### src/rtl/tdm_demux_1x4_if.sv
// Bus bundle for the 1:4 TDM demux: multiplexed word stream in, four parallel lanes
// plus frame/status flags out.
interface tdm_demux_1x4_if #(
    parameter int BITS = 4
);
    logic [BITS-1:0] din;
    logic            din_valid;
    logic            sync;
    logic [BITS-1:0] out0;
    logic [BITS-1:0] out1;
    logic [BITS-1:0] out2;
    logic [BITS-1:0] out3;
    logic            frame_valid;
    logic            frame_err;
    logic [1:0]      slot;
    logic            locked;

    modport master (
        output din, din_valid, sync,
        input  out0, out1, out2, out3, frame_valid, frame_err, slot, locked
    );

    modport slave (
        input  din, din_valid, sync,
        output out0, out1, out2, out3, frame_valid, frame_err, slot, locked
    );
endinterface

### src/rtl/tdm_demux_1x4.sv
// 1:4 TDM demux: rebuilds four lanes from a sync-marked slot stream and publishes
// them only as complete frames, flagging sync misalignment.
module tdm_demux_1x4 #(
    parameter int BITS = 4
) (
    input  logic             clk,
    input  logic             reset_n,
    tdm_demux_1x4_if.slave   bus
);
    typedef enum logic {HUNT, COLLECT} state_t;

    state_t                   state, state_n;
    logic [1:0]               slot_q, slot_n;
    logic [2:0][BITS-1:0]     sh, sh_n;
    logic [3:0][BITS-1:0]     lanes, lanes_n;
    logic                     fv, fv_n;
    logic                     fe, fe_n;

    always_ff @(posedge clk or negedge reset_n) begin
        if (!reset_n) begin
            state  <= HUNT;
            slot_q <= 2'd0;
            sh     <= '0;
            lanes  <= '0;
            fv     <= 1'b0;
            fe     <= 1'b0;
        end else begin
            state  <= state_n;
            slot_q <= slot_n;
            sh     <= sh_n;
            lanes  <= lanes_n;
            fv     <= fv_n;
            fe     <= fe_n;
        end
    end

    // Lanes are only written on the slot-3 word, so a partial or dropped frame never leaks out.
    always_comb begin
        state_n = state;
        slot_n  = slot_q;
        sh_n    = sh;
        lanes_n = lanes;
        fv_n    = 1'b0;
        fe_n    = 1'b0;
        if (bus.din_valid) begin
            case (state)
                HUNT: begin
                    if (bus.sync) begin
                        sh_n[0] = bus.din;
                        slot_n  = 2'd1;
                        state_n = COLLECT;
                    end
                end
                COLLECT: begin
                    if (bus.sync) begin
                        fe_n    = (slot_q != 2'd0);
                        sh_n[0] = bus.din;
                        slot_n  = 2'd1;
                    end else begin
                        case (slot_q)
                            2'd0: begin
                                fe_n    = 1'b1;
                                state_n = HUNT;
                            end
                            2'd1: begin
                                sh_n[1] = bus.din;
                                slot_n  = 2'd2;
                            end
                            2'd2: begin
                                sh_n[2] = bus.din;
                                slot_n  = 2'd3;
                            end
                            default: begin
                                lanes_n = {bus.din, sh[2], sh[1], sh[0]};
                                fv_n    = 1'b1;
                                slot_n  = 2'd0;
                            end
                        endcase
                    end
                end
                default: state_n = HUNT;
            endcase
        end
    end

    assign bus.out0        = lanes[0];
    assign bus.out1        = lanes[1];
    assign bus.out2        = lanes[2];
    assign bus.out3        = lanes[3];
    assign bus.frame_valid = fv;
    assign bus.frame_err   = fe;
    assign bus.slot        = slot_q;
    assign bus.locked      = (state == COLLECT);
endmodule

### src/flat_wrapper.sv
// flat-port wrapper written by rule: the top's interface ports become plain ports
module tdm_demux_1x4_flat 
#(
    parameter int BITS = 4
)
  (clk, reset_n, bus_din, bus_din_valid, bus_sync, bus_out0, bus_out1, bus_out2, bus_out3, bus_frame_valid, bus_frame_err, bus_slot, bus_locked);
  tdm_demux_1x4_if #(.BITS(BITS)) bus_i ();
  input  logic clk;
  input  logic reset_n;
  input wire logic [$bits(bus_i.din)-1:0] bus_din;
  input wire logic [$bits(bus_i.din_valid)-1:0] bus_din_valid;
  input wire logic [$bits(bus_i.sync)-1:0] bus_sync;
  output wire logic [$bits(bus_i.out0)-1:0] bus_out0;
  output wire logic [$bits(bus_i.out1)-1:0] bus_out1;
  output wire logic [$bits(bus_i.out2)-1:0] bus_out2;
  output wire logic [$bits(bus_i.out3)-1:0] bus_out3;
  output wire logic [$bits(bus_i.frame_valid)-1:0] bus_frame_valid;
  output wire logic [$bits(bus_i.frame_err)-1:0] bus_frame_err;
  output wire logic [$bits(bus_i.slot)-1:0] bus_slot;
  output wire logic [$bits(bus_i.locked)-1:0] bus_locked;
  assign bus_i.din = bus_din;
  assign bus_i.din_valid = bus_din_valid;
  assign bus_i.sync = bus_sync;
  assign bus_out0 = bus_i.out0;
  assign bus_out1 = bus_i.out1;
  assign bus_out2 = bus_i.out2;
  assign bus_out3 = bus_i.out3;
  assign bus_frame_valid = bus_i.frame_valid;
  assign bus_frame_err = bus_i.frame_err;
  assign bus_slot = bus_i.slot;
  assign bus_locked = bus_i.locked;
  tdm_demux_1x4 #(.BITS(BITS)) u_core (.clk(clk), .reset_n(reset_n), .bus(bus_i));
endmodule
### config.mk
export PLATFORM = sky130hd
export DESIGN_NAME = tdm_demux_1x4_flat
export DESIGN_NICKNAME = d
export VERILOG_FILES = /design/src/rtl/tdm_demux_1x4_if.sv /design/src/rtl/tdm_demux_1x4.sv /design/src/flat_wrapper.sv
export SDC_FILE = /design/constraint.sdc
export NUM_CORES = 1
export LEC_CHECK = 0
export ABC_AREA = 1
export BUFFER_PORTS_ARGS = -buffer_cell sky130_fd_sc_hd__buf_2
export CAP_MARGIN = 10
export CORE_MARGIN = 3
export CORE_UTILIZATION = 45
export DETAILED_ROUTE_END_ITERATION = 8
export GPL_ROUTABILITY_DRIVEN = 0
export PLACE_DENSITY = 0.72
export SYNTH_ARGS = -nofsm -noshare
export SYNTH_HDL_FRONTEND = slang
export SYNTH_SLANG_ARGS = --single-unit
### constraint.sdc
create_clock -name clk -period 1.1 [get_ports clk]
set_input_delay 0.11 -clock clk [delete_from_list [all_inputs] [get_ports clk]]
set_output_delay 0.11 -clock clk [all_outputs]
set_load 0.005 [all_outputs]
==> reports/metrics.yaml <==
diodes: 0
slew-limit-headroom_pct: 73.2
crit_path_start_kind: "flop"
synth-seq-cells: 33
end_kind: "output pin"
wl_per_cell_um: 12.6
root_buffer: "clkbuf_4"
grt_pass1_vias: 1191
hold_viol: 0
synth_ff_type: "dfrtp_1"
pwr-share-clk_pct: 15.3
grt_pass1_wl_um: 5290
syn_inst: 151
synth_edf_count: 0
synth.yosys.seq_area_share_pct: 57.8
status: "complete, but fails checks"
ys_async_sr_fraction_pct: 100
vias_per_cell: 4.79
rows: 19
synth_area_leaders: "dfrtp_1, nand2_1, ha_1"
layoutNonFillerInstCount: 239
rsz0062_at_grt: "yes"
register_area_um2: 827
die_w_um: 62.4
finalMaxSlewViolations: 0
dp_cells: 226
netlist_area_mm2: 0.00143
grt_max_degree: 20
yosys.area.top_type: "dfrtp_1"
grt_usage_pct: 17.3
syn_nets: 164
dr.pass1.iters: 4
route.vias.total: 1144
maxCapViolations: 0
finClkSkew_ps: 4.62
yosys_warnings: 0
syn_area_per_cell_um2: 9.46
htree_levels: 2
power_frac_comb_pct: 40.3
crit_path_start: "u_core.bus.slot[0]$_DFFE_PN0P_"
period_minus_slack_ps: 1210
cts.clk_slew.worst_paths_ps: 90
dieArea_mm2: 0.00389
drcViolationCount: 0
power_density_mw_per_mm2: 2260
rrSetupSlack_ps: -110
synthDistinctLibCells: 17
port_buffers: 28
path_class: "flop to output pin"
reg2reg_depth: 7
p_sw_mw: 1.49
leakage_nw: 1.06
endpoint: "bus_slot[0]"
intPower_mw: 2.89
yosys.area.top_type_share_pct: 57.8
p_sw_share_pct: 34.0
dp_slack_ps: -92.8
drt-total-wl_um: 3000
clk_latency_ps: 330
cts_buffers: 5
die_h_um: 62.4
worstPathArrival_ps: 1100
synth.most_common_cell: "nand2_1"
clk_path_buf_depth: 2
syn2layout_area_growth_pct: 35.6
cts.sinks: 33
timing.final.crit_share_pct: 110
setup_ws_ps: -114
synth_common_cells: "nand2_1, dfrtp_1, inv_1, nand4_1"
hp-class: "primary input to flop"
fillCellCount: 252
tightest_slew_ps: 402
fin_area_mm2: 0.00194
final_antenna_net_count: 0
multi_input_area_um2: 622
pwr-share-seq_pct: 44.4
dp_hpwl_um: 2110
violations: "setup timing"
start_util_pct: 49.3
cts_tree: "built"
drt_iter0_drc: 22
fmax_mhz: 823
place_area_mm2: 0.00171
required_ps: 990
antenna_found_initial: 0
grt.overflow.total: 0
reg2reg_from: "u_core.bus.slot[0]$_DFFE_PN0P_"
peakVddDrop_mv: 1.54
layout.nets: 210
num_io_pins: 29
cp_max_fo: 3
drive_gt1_share_pct: 47.7
setup_viol: 22
r2r_end: "u_core.bus.out3[2]$_DFFE_PN0P_"
coreArea_mm2: 0.00290
## cell usage in the layout (no fill, tap or decap), types with 2 or more instances in the layout
cell and n:
buf_12 2, buf_2 25, buf_4 6, buf_6 9, clkbuf_4 5, dfrtp_1 32, dlygate4sd3_1 2, ha_2 2
ha_4 3, inv_1 5, inv_2 4, nand2_1 46, nand2_2 23, nand2_4 3, nand3_1 2, nand3_2 2
nand4_1 8, nor2_1 3, o21ai_0 4, o21ai_2 5
## power by group through the flow
stage	clock [mW]	combinational, mW	sequential, mW
2_1_floorplan	0	0.715	1.94
3_3_place_gp	0	1.31	1.90
3_5_place_dp	0	1.35	1.92
4_1_cts	0.696	1.41	1.92
5_1_grt	0.769	1.97	2.00
6_report	0.667	1.76	1.94
## what timing repair did
item                                    CTS  global route
hold buffers                              2             0
setup buffers                             1             3
resized for setup                         9            26
endpoints found under the setup margin   28            32
hold endpoints to repair                 15             0
cloned                                    0             0
pin swaps                                 0            15
## cell families after synthesis
| logic type | synth area share [%] |
|---|---|
| AOI/OAI and AO/OA | 4.20 |
| adders and majority gates | 4.38 |
| buffers and inverters | 7.36 |
| DFF | 57.8 |
| and+or+nand+nor | 26.3 |
## final cells by class
class,count,area share [%]
Clock buffer,7,2.84
Inverter,11,2.52
Multi-Input combinational cell,102,32.1
Sequential cell,33,42.7
Tap cell,42,2.71
Timing Repair Buffer,44,17.1
## worst max-delay path, cell delays in order, from the launching register on
cell     delay, ps
dfrtp_1        430
buf_6          140
buf_6          110
buf_6          100
## state kept, by name, summed over array words and instances, names as in the netlist
name and count:
u_core.sh 12, u_core.bus.out0 4, u_core.bus.out1 4, u_core.bus.out2 4, u_core.bus.out3 4, u_core.bus.slot 2
u_core.bus.frame_err 1, u_core.bus.frame_valid 1, u_core.bus.locked 1
## layer usage
metal / global-route usage [%] / part of all wire (%) / vias up
li1: - / - / 567
met3: 6.67 / 5.3 / 6
met4: 4.96 / 1.2 / 0
met1: 18.5 / 39 / 548
met2: 31.6 / 55 / 23
met5: 0 / 0 / -
## worst min-delay path by stage
stage | endpoint | slack (ps) | cells after the start | startpoint
floorplan | u_core.bus.frame_err$_DFF_PN0_ | -190 | 0 | reset_n
global placement | u_core.bus.out3[2]$_DFFE_PN0P_ | 50 | 1 | reset_n
detailed placement | u_core.bus.out3[2]$_DFFE_PN0P_ | 50 | 1 | reset_n
CTS | u_core.sh[7]$_DFFE_PN0P_ | 40 | 3 | bus_din[3]
global route | u_core.sh[7]$_DFFE_PN0P_ | 40 | 3 | bus_din[3]
finish | u_core.sh[7]$_DFFE_PN0P_ | 50 | 3 | bus_din[3]
## through the flow
step | hold slack, ps | total power [mW] | utilization [%] | setup TNS (ps)
2_1_floorplan | -186 | 2.65 | - | -511
3_3_place_gp | 46.6 | 3.21 | 59.0 | -529
3_5_place_dp | 54.8 | 3.28 | 59.0 | -1560
4_1_cts | 41.9 | 4.03 | 62.7 | -2110
5_1_grt | 43.1 | 4.74 | 66.8 | -3320
6_report | 51.2 | 4.37 | 66.8 | -1760
Note: power is estimated with default switching activity, not from simulation.
